[src/rtl/regfile_wr_arb_if.sv]
// Register-file write arbiter bundle.
// Groups the two requester handshakes, the clear request and the registered
// regfile write port plus status outputs.
//   master : requester/control side (drives requests and clr_req)
//   slave  : arbiter side (drives ready, rf_* write port, init_done, conflict_cnt)
interface regfile_wr_arb_if #(
    parameter int ADDR_W = 5,
    parameter int DATA_W = 32
);
    logic              req0_valid;
    logic [ADDR_W-1:0] req0_addr;
    logic [DATA_W-1:0] req0_data;
    logic              req0_ready;
    logic              req1_valid;
    logic [ADDR_W-1:0] req1_addr;
    logic [DATA_W-1:0] req1_data;
    logic              req1_ready;
    logic              clr_req;
    logic              rf_we;
    logic [ADDR_W-1:0] rf_rd;
    logic [DATA_W-1:0] rf_wdata;
    logic              init_done;
    logic [7:0]        conflict_cnt;

    modport master (
        output req0_valid, req0_addr, req0_data,
        output req1_valid, req1_addr, req1_data,
        output clr_req,
        input  req0_ready, req1_ready,
        input  rf_we, rf_rd, rf_wdata, init_done, conflict_cnt
    );

    modport slave (
        input  req0_valid, req0_addr, req0_data,
        input  req1_valid, req1_addr, req1_data,
        input  clr_req,
        output req0_ready, req1_ready,
        output rf_we, rf_rd, rf_wdata, init_done, conflict_cnt
    );
endinterface

[src/rtl/regfile_wr_arb.sv]
// Two-requester round-robin write arbiter in front of a register file.
// After reset (or a clr_req pulse) it walks every register writing zero, then
// grants one write per cycle, alternating priority between requesters when
// both want the port. The regfile write port is registered (1-cycle latency).
// Ports:
//   clk   : clock, all state on posedge
//   rst_n : asynchronous active-low reset
//   bus   : regfile_wr_arb_if.slave (requests, clr_req, rf_* port, status)
module regfile_wr_arb #(
    parameter int ADDR_W = 5,
    parameter int DATA_W = 32
) (
    input logic              clk,
    input logic              rst_n,
    regfile_wr_arb_if.slave  bus
);

    typedef enum logic {
        StClear,
        StRun
    } state_e;

    localparam logic [ADDR_W-1:0] LastReg = '1;

    state_e              r_state;
    state_e              w_state_next;
    logic [ADDR_W-1:0]   r_clr_cnt;
    logic                r_prio;        // requester that wins when both are valid
    logic                r_rf_we;
    logic [ADDR_W-1:0]   r_rf_rd;
    logic [DATA_W-1:0]   r_rf_wdata;
    logic                r_init_done;
    logic [7:0]          r_conflict_cnt;
    logic                w_ready0;
    logic                w_ready1;
    logic                w_both;

    assign w_both = bus.req0_valid & bus.req1_valid;

    // Next state and combinational grant; ready already implies valid.
    always_comb begin
        w_state_next = r_state;
        w_ready0     = 1'b0;
        w_ready1     = 1'b0;
        unique case (r_state)
            StClear: begin
                if (r_clr_cnt == LastReg) begin
                    w_state_next = StRun;
                end
            end
            StRun: begin
                if (bus.clr_req) begin
                    w_state_next = StClear;
                end else begin
                    w_ready0 = bus.req0_valid & (~bus.req1_valid | ~r_prio);
                    w_ready1 = bus.req1_valid & (~bus.req0_valid | r_prio);
                end
            end
        endcase
    end

    always_ff @(posedge clk or negedge rst_n) begin
        if (!rst_n) begin
            r_state        <= StClear;
            r_clr_cnt      <= '0;
            r_prio         <= 1'b0;
            r_rf_we        <= 1'b0;
            r_rf_rd        <= '0;
            r_rf_wdata     <= '0;
            r_init_done    <= 1'b0;
            r_conflict_cnt <= '0;
        end else begin
            r_state     <= w_state_next;
            r_init_done <= (w_state_next == StRun);
            unique case (r_state)
                StClear: begin
                    r_rf_we    <= 1'b1;
                    r_rf_rd    <= r_clr_cnt;
                    r_rf_wdata <= '0;
                    // Natural wrap returns the counter to 0 as CLEAR is left.
                    r_clr_cnt  <= r_clr_cnt + 1'b1;
                end
                StRun: begin
                    r_clr_cnt <= '0;
                    if (w_ready0) begin
                        r_rf_we    <= 1'b1;
                        r_rf_rd    <= bus.req0_addr;
                        r_rf_wdata <= bus.req0_data;
                        r_prio     <= 1'b1;
                    end else if (w_ready1) begin
                        r_rf_we    <= 1'b1;
                        r_rf_rd    <= bus.req1_addr;
                        r_rf_wdata <= bus.req1_data;
                        r_prio     <= 1'b0;
                    end else begin
                        r_rf_we <= 1'b0;
                    end
                    if (!bus.clr_req && w_both && (r_conflict_cnt != 8'hFF)) begin
                        r_conflict_cnt <= r_conflict_cnt + 8'd1;
                    end
                end
            endcase
        end
    end

    assign bus.req0_ready   = w_ready0;
    assign bus.req1_ready   = w_ready1;
    assign bus.rf_we        = r_rf_we;
    assign bus.rf_rd        = r_rf_rd;
    assign bus.rf_wdata     = r_rf_wdata;
    assign bus.init_done    = r_init_done;
    assign bus.conflict_cnt = r_conflict_cnt;

endmodule

[src/flat_wrapper.sv]
// flat-port wrapper written by rule: the top's interface ports become plain ports
module regfile_wr_arb_flat 
#(
    parameter int ADDR_W = 5,
    parameter int DATA_W = 32
)
  (clk, rst_n, bus_req0_valid, bus_req0_addr, bus_req0_data, bus_req1_valid, bus_req1_addr, bus_req1_data, bus_clr_req, bus_req0_ready, bus_req1_ready, bus_rf_we, bus_rf_rd, bus_rf_wdata, bus_init_done, bus_conflict_cnt);
  regfile_wr_arb_if #(.ADDR_W(ADDR_W), .DATA_W(DATA_W)) bus_i ();
  input logic clk;
  input logic rst_n;
  input wire logic [$bits(bus_i.req0_valid)-1:0] bus_req0_valid;
  input wire logic [$bits(bus_i.req0_addr)-1:0] bus_req0_addr;
  input wire logic [$bits(bus_i.req0_data)-1:0] bus_req0_data;
  input wire logic [$bits(bus_i.req1_valid)-1:0] bus_req1_valid;
  input wire logic [$bits(bus_i.req1_addr)-1:0] bus_req1_addr;
  input wire logic [$bits(bus_i.req1_data)-1:0] bus_req1_data;
  input wire logic [$bits(bus_i.clr_req)-1:0] bus_clr_req;
  output wire logic [$bits(bus_i.req0_ready)-1:0] bus_req0_ready;
  output wire logic [$bits(bus_i.req1_ready)-1:0] bus_req1_ready;
  output wire logic [$bits(bus_i.rf_we)-1:0] bus_rf_we;
  output wire logic [$bits(bus_i.rf_rd)-1:0] bus_rf_rd;
  output wire logic [$bits(bus_i.rf_wdata)-1:0] bus_rf_wdata;
  output wire logic [$bits(bus_i.init_done)-1:0] bus_init_done;
  output wire logic [$bits(bus_i.conflict_cnt)-1:0] bus_conflict_cnt;
  assign bus_i.req0_valid = bus_req0_valid;
  assign bus_i.req0_addr = bus_req0_addr;
  assign bus_i.req0_data = bus_req0_data;
  assign bus_i.req1_valid = bus_req1_valid;
  assign bus_i.req1_addr = bus_req1_addr;
  assign bus_i.req1_data = bus_req1_data;
  assign bus_i.clr_req = bus_clr_req;
  assign bus_req0_ready = bus_i.req0_ready;
  assign bus_req1_ready = bus_i.req1_ready;
  assign bus_rf_we = bus_i.rf_we;
  assign bus_rf_rd = bus_i.rf_rd;
  assign bus_rf_wdata = bus_i.rf_wdata;
  assign bus_init_done = bus_i.init_done;
  assign bus_conflict_cnt = bus_i.conflict_cnt;
  regfile_wr_arb #(.ADDR_W(ADDR_W), .DATA_W(DATA_W)) u_core (.clk(clk), .rst_n(rst_n), .bus(bus_i));
endmodule
[config.mk]
export PLATFORM = sky130hd
export DESIGN_NAME = regfile_wr_arb_flat
export DESIGN_NICKNAME = d
export VERILOG_FILES = /design/src/rtl/regfile_wr_arb_if.sv /design/src/rtl/regfile_wr_arb.sv /design/src/flat_wrapper.sv
export SDC_FILE = /design/constraint.sdc
export NUM_CORES = 1
export LEC_CHECK = 0
export BUFFER_PORTS_ARGS = -buffer_cell sky130_fd_sc_hd__buf_4
export CAP_MARGIN = 30
export CORE_ASPECT_RATIO = 1.1
export CORE_MARGIN = 2
export CORE_UTILIZATION = 36
export CTS_CLUSTER_DIAMETER = 150
export DETAILED_ROUTE_END_ITERATION = 10
export GPL_ROUTABILITY_DRIVEN = 0
export GPL_TIMING_DRIVEN = 0
export PLACE_DENSITY = 0.65
export SYNTH_ARGS = -nofsm -noshare
export SYNTH_HDL_FRONTEND = slang
export SYNTH_SLANG_ARGS = --single-unit
[constraint.sdc]
create_clock -name clk -period 1.8 [get_ports clk]
set_input_delay 0.27 -clock clk [delete_from_list [all_inputs] [get_ports clk]]
set_output_delay 0.27 -clock clk [all_outputs]
set_load 0.05 [all_outputs]
==> results of run 1 <==
==> flip-flops by register name (all words and copies together), names as in the netlist <==
name,flops
u_core.r_clr_cnt,5
u_core.bus.rf_we,1
u_core.bus.rf_rd,5
u_core.bus.rf_wdata,32
u_core.r_prio,1
u_core.bus.conflict_cnt,8
u_core.r_state,1
==> power by group through the flow <==
stage	Clock, W	Combinational, W	Sequential [W]
2_1_floorplan	0	0.000301	0.00172
3_3_place_gp	0	0.000932	0.00146
3_5_place_dp	0	0.000938	0.00146
4_1_cts	0.000709	0.000940	0.00144
5_1_grt	0.000749	0.00101	0.00145
6_report	0.000683	0.000932	0.00144
==> worst min-delay path by stage <==
stage                     startpoint                                     end  cells past startpoint  slack [ns]
final                          rst_n               u_core.r_prio$_DFFE_PN0P_                      1       -0.01
after global routing           rst_n               u_core.r_prio$_DFFE_PN0P_                      1        0.05
after CTS                      rst_n               u_core.r_prio$_DFFE_PN0P_                      1        0.02
after detailed placement       rst_n               u_core.r_prio$_DFFE_PN0P_                      1        0.36
after global placement         rst_n         u_core.bus.rf_rd[4]$_DFFE_PN0P_                      1        0.36
after floorplan                rst_n  u_core.bus.conflict_cnt[0]$_DFFE_PN0P_                      0       -0.03
==> routing by layer <==
layer	share of wire	wire length [um]	GRT usage
met3	0.062	387	0.04000
met1	0.41	2540	0.1944
met2	0.52	3259	0.2897
met4	0.011	70	0.04508
met5	0	0	0
==> stage by stage <==
| step | setup WS, ns | hold slack (ns) | cells |
|---|---|---|---|
| after detailed placement | 0.1670 | 0.3556 | 447 |
| after floorplan | 0.09326 | -0.02559 | 238 |
| after CTS | 0.01421 | 0.02135 | 455 |
| after global routing | 0.006271 | 0.04726 | 456 |
| after global placement | 0.1922 | 0.3553 | 447 |
| final | 0.06610 | -0.01376 | 456 |
==> area by class of cell <==
class	count	share of cell area
multi-input combinational	168	0.2934
clock buffer	8	0.02462
tap	82	0.02804
inverter	6	0.006156
buffer	11	0.02155
sequential	53	0.3635
timing repair buffer	128	0.2627
==> kinds of logic (layout without fill, tap and decap cells) <==
| kind of cell | after synthesis | count (layout) | share of synthesized area |
|---|---|---|---|
| compound gates | 53 | 53 | 0.1174 |
| xor+xnor | 6 | 6 | 0.02108 |
| fa+ha+maj | 3 | 3 | 0.01505 |
| buf+inv | 17 | 153 | 0.03913 |
| flops | 53 | 53 | 0.5319 |
| mux | 37 | 37 | 0.1505 |
| simple gates | 69 | 69 | 0.1249 |
==> timing repair <==
action | in CTS | in global routing
setup buffers | 0 | 1
endpoints found under the setup margin | 0 | 1
gates resized for setup | 0 | 2
==> synth_stat cells (2+ instances only) <==
master and count:
a31oi_1 5, dfrtp_1 53, clkbuf_1 4, ha_1 3, mux2i_1 33, nand3_1 3, mux2_2 4, nor2b_1 2
o21ai_0 6, inv_1 5, buf_6 4, xor2_1 3, and3_1 2, buf_2 3, nand4_1 2, o21ai_1 27
nand2_1 46, xnor2_1 3, o21a_1 4, nor2_1 7, a21oi_1 7
==> metrics, run 1 <==
result of the run finished with violations; failing checks hold timing; WS Path Type flop to output pin; syn nets 320; CTS tree done; cell count of the worst reg-to-reg path 4; worst r2r dst u_core.bus.conflict_cnt[1]$_DFFE_PN0P_; leading cell type in the layout, fill and taps excluded buf_4; Clk network pwr share 0.224; Comb pwr share 0.306; Area contributors post-synth dfrtp_1 53%, mux2i_1 13%, nand2_1 6.9%; post-route cell area about 3700 um^2; Crit path buffers/inverters 3; clk slew on worst S/H paths roughly 0.090 ns; antenna violations before repair 0; largest net degree at the start of global routing 54; Critical Path Sink bus_req0_ready; Seq. cell area 1330 um^2; Max Freq 576.7 MHz; Final period util 0.9633; leakage slightly above 2 nW; Yosys reg bits between 50 and 60; Reg2Reg Setup Slack 0.18 ns; DP Wirelength between 4000 and 5000 um; Clock Tree Root clkbuf_8; Post-synth ARST share 1.000; # DRC 0; final setup fails 0; Clock Skew slightly above 0.005 ns; FF-to-FF Start u_core.bus.conflict_cnt[0]$_DFFE_PN0P_; CTS H-tree lvls 2; Site Rows 31; die width 83.36 um; unrepaired setup endpoints after global routing no; Data arrival, critical path roughly 1.5 ns; Synth Area per Inst approximately 10 um^2; Period minus WS final ~1.7 ns; grt ovf 0; CP max FO 10; Worst Setup End Kind output pin; Post-Route WL roughly 6300 um; routed vias/inst about 4.8; Hold Buf Count CTS 0; layout cell share with drive strength beyond 1 0.4144; Critical Path RT roughly 1.5 ns; Post-Syn Area 2494 um^2; DR vias about 2200; Worst Max-Slew Pin Slew 0.6588 ns; Yosys top cell area share 0.5319; Setup crit start u_core.r_state$_DFF_PN0_; Synthesis Warnings 0; synth unique cells 33; worst skew pair latency 0.31 ns; Iteration-0 DRC Markers 63; crit start category flop; Fin. Hold Viols 20; dpl cell area around 3600 um^2; Final Core Density 0.5516; Seq/Total Area, Yosys 0.5319; Max-cap violations 0; First-pass DRT Iterations 4; cells after synthesis 238; CTS Buf Count 5; Power Density roughly 830 nW/um^2; Die Ht slightly above 90 um; Routed WL per cell about 14 um; top_reg_cell synth dfrtp_1; Fin Hold WS -0.01376 ns; Max clock buf depth 2; final slew viol count 0; sw power slightly above 0.001 W; sw frac 0.3360; Final nets 455; FILL cells a little over 600; I/O Pins between 100 and 150; worst min path class input pin to asynchronous set/reset pin; area delta synth->final 46.71%; worst path cell trace and2b_4, nand3_2, buf_8, inv_2, buf_4; final setup TNS 0 ns; number of port buffers 127; Initial Util 0.3760; first-pass GRT wire length between 10000 and 15000 um; Levels on crit path 5; total track usage 0.1626; slowest cell delay on critical path between 0.4 and 0.5 ns; Die Area approximately 7600 um^2; Sequential Power Share 0.471; leading cell types in the layout, fill and taps excluded 128 x buf_4, 50 x dfrtp_1, 46 x nand2_1, 33 x mux2i_1, 27 x o21ai_1; internal power slightly above 0.002 W; antenna-violating nets left 0; core area between 6000 and 7000 um^2; Slew HR 0.5608; vias in the first global route between 2000 and 2500; EDFF count, synth 0; kind of cell adding the most delay to the critical path flip-flops; largest area contributor in the netlist dfrtp_1; Final Power between 0.003 and 0.004 W; Ant. Diodes 0; area of the multi-input gates ~1100 um^2; CP max stage cell dfrtp_2; # clock sinks 53; IR drop worst, VDD between 0.4 and 0.5 mV
Power figures use the tool's default switching activity.
==> run 2, diff against run 1 <==
ABC_AREA = 1   (was default)
PLACE_DENSITY = 0.63   (was 0.65)
==> metrics, run 2 <==
Fin Hold WS -0.0002927 ns; largest family of logic cells by synthesized area simple AND/OR/NAND/NOR gates; Slew HR 0.5543; Seq. cell area between 1000 and 1500 um^2; Post-synth top cells 148 x nand2_1, 57 x inv_1, 53 x dfrtp_1, 29 x o211ai_2, 13 x nor2_1; Final Core Density 0.5206; I/O Pins about 130; CTS tree done; largest net degree at the start of global routing 54; worst min path class input pin to asynchronous set/reset pin; CTS Buf Count 5; Post-Route WL around 7400 um; EDFF count, synth 0; Post-synth ARST share 1.000; CP max FO 10; top_reg_cell synth dfrtp_1; WS Path Type flop to output pin; Max Freq a little under 600 MHz; Worst Setup End Kind output pin; DR vias roughly 2700; post-synthesis mux area share 0; Max-cap violations 0; antenna violations before repair 0; First-pass DRT Iterations 4; number of port buffers around 130; Clock Skew a little over 0.004 ns; leading cell type in the layout, fill and taps excluded nand2_1; Site Rows 34; max FFs per register 32; cells after synthesis 360; # DRC 0; Synth Area per Inst about 8.1 um^2; Clock Tree Root clkbuf_8; Seq/Total Area, Yosys 0.4538; Critical Path RT 1.53 ns; Die Ht about 99 um; Final period util 0.9325; Worst Max-Slew Pin Slew approximately 0.67 ns; unrepaired setup endpoints after global routing no; Period minus WS final ~1.7 ns; die width around 90 um; leakage 2.489 nW; area of the multi-input gates 1265 um^2; Synth Area in Compound Gates 0.1695; slowest cell delay on critical path 0.46 ns; top-count cell post-synth nand2_1; Yosys reg bits between 50 and 60; Synthesis Warnings 0; CTS H-tree lvls 2; antenna-violating nets left 0; Iteration-0 DRC Markers 36; clk slew on worst S/H paths ~0.090 ns; layout cell share with drive strength beyond 1 0.3778; DP Wirelength between 5000 and 6000 um; synth unique cells 24; Hold Buf Count CTS 0; Initial Util 0.3694; Post-Syn Area about 2900 um^2; first-pass GRT wire length approximately 13000 um; worst path cell trace inv_2, clkbuf_4, nor2_4, buf_4; core area 7913 um^2; Yosys top cell area share 0.4538; routed vias/inst around 4.5; failing checks hold timing; syn nets around 440; area delta synth->final 40.92%; grt ovf 0; Data arrival, critical path ~1.4 ns; Ant. Diodes 0; final setup TNS 0 ns; Final nets 576; # clock sinks 53; total track usage 0.1721; crit start category flop; CP max stage cell dfrtp_2; Routed WL per cell about 12 um; largest area contributor in the netlist dfrtp_1; Area contributors post-synth dfrtp_1 45%, nand2_1 19%, o211ai_2 12%; FILL cells between 800 and 900; Die Area 8856 um^2; result of the run finished with violations; final setup fails 0; Adder-Cell Fraction of Synth Area 0.01284; IR drop worst, VDD roughly 0.66 mV; Max clock buf depth 2; final slew viol count 0; fraction of the mapped netlist area in simple logic gates 0.2316; leading cell types in the layout, fill and taps excluded 148 x nand2_1, 127 x buf_4, 57 x inv_1, 52 x dfrtp_1, 29 x o211ai_2; Synth Area in XOR/XNOR 0.01199; vias in the first global route about 2800; Fin. Hold Viols 4; Power Density 961.8 nW/um^2; worst skew pair latency 0.30 ns
-- run 2: cell count changes after synthesis, sizes merged, moves of 4 or more --
cell    delta
a21oi      +5
a31oi      -5
buf        +7
inv       +52
mux2       -4
mux2i     -33
nand2    +102
nand3      +6
nor2       +6
o211ai    +31
o21a       -4
o21ai     -26
-- run 2: power by group --
| group | internal [W] | switching, W | total (W) |
|---|---|---|---|
| Sequential | 0.00142 | 0.000172 | 0.00159 |
| Combinational | 0.000581 | 0.00114 | 0.00172 |
| Clock | 0.000271 | 0.000386 | 0.000657 |
-- run 2: through the flow --
step	power [W]	worst slack [ns]	std cells	area, um^2
after CTS	0.004011	0.007126	603	4115
final	0.003961	0.1215	603	4119
after global placement	0.003301	0.2219	595	4021
after detailed placement	0.003340	0.1800	595	4021
after global routing	0.004246	0.02471	603	4119
after floorplan	0.002733	0.03892	360	2933
-- run 2: cell type report --
type,count,share of cell area
Sequential cell,53,0.3223
Multi-Input combinational cell,233,0.3071
Timing Repair Buffer,127,0.2315
Inverter,58,0.05286
Buffer,16,0.03341
Tap cell,108,0.03281
Clock buffer,6,0.01762
Clock inverter,2,0.002430
-- run 2: metal layers --
layer | global-route usage | up-vias | wire length [um] | part of all wire
li1 | - | 1377 | - | -
met1 | 0.2069 | 1262 | 3114 | 0.42
met2 | 0.3135 | 69 | 3737 | 0.51
met3 | 0.04664 | 6 | 443 | 0.060
met4 | 0.03195 | 0 | 59 | 0.0080
met5 | 0 | - | 0 | 0
-- run 2: repair_timing --
action | 4_1_cts | 5_1_grt
hold endpoints to repair | 0 | 0
gates resized for setup | 3 | 3
setup endpoints to repair | 2 | 1
buffers inserted | 0 | 0
-- run 2: logic make-up (layout without fill, tap and decap cells) --
logic type | count (synthesis) | after routing
compound gates | 52 | 52
xor+xnor | 4 | 4
fa+ha+maj | 3 | 3
buf+inv | 74 | 209
flops | 53 | 53
simple gates | 174 | 174
-- run 2: critical path, delay by kind of cell (launching register included) --
family / cells / cell delay [ns]
simple gates: 1 / 0.06
buf+inv: 3 / 0.58
flops: 1 / 0.46
-- run 2: path summary, 6_finish.rpt --
kind | start | end | slack [ns] | depth (start not counted)
worst max-delay path | u_core.r_state$_DFF_PN0_ | bus_req1_ready | 0.12 | 4
min in group clk | bus_clr_req | u_core.r_state$_DFF_PN0_ | 0.18 | 2
worst min-delay path | rst_n | u_core.bus.conflict_cnt[7]$_DFFE_PN0P_ | -0.0003 | 1
max in group asynchronous | rst_n | u_core.r_state$_DFF_PN0_ | 1.33 | 1
worst min register to register | u_core.r_clr_cnt[0]$_DFF_PN0_ | u_core.r_clr_cnt[0]$_DFF_PN0_ | 0.48 | 1
worst max register to register | u_core.r_state$_DFF_PN0_ | u_core.bus.rf_wdata[25]$_DFFE_PN0P_ | 0.22 | 7
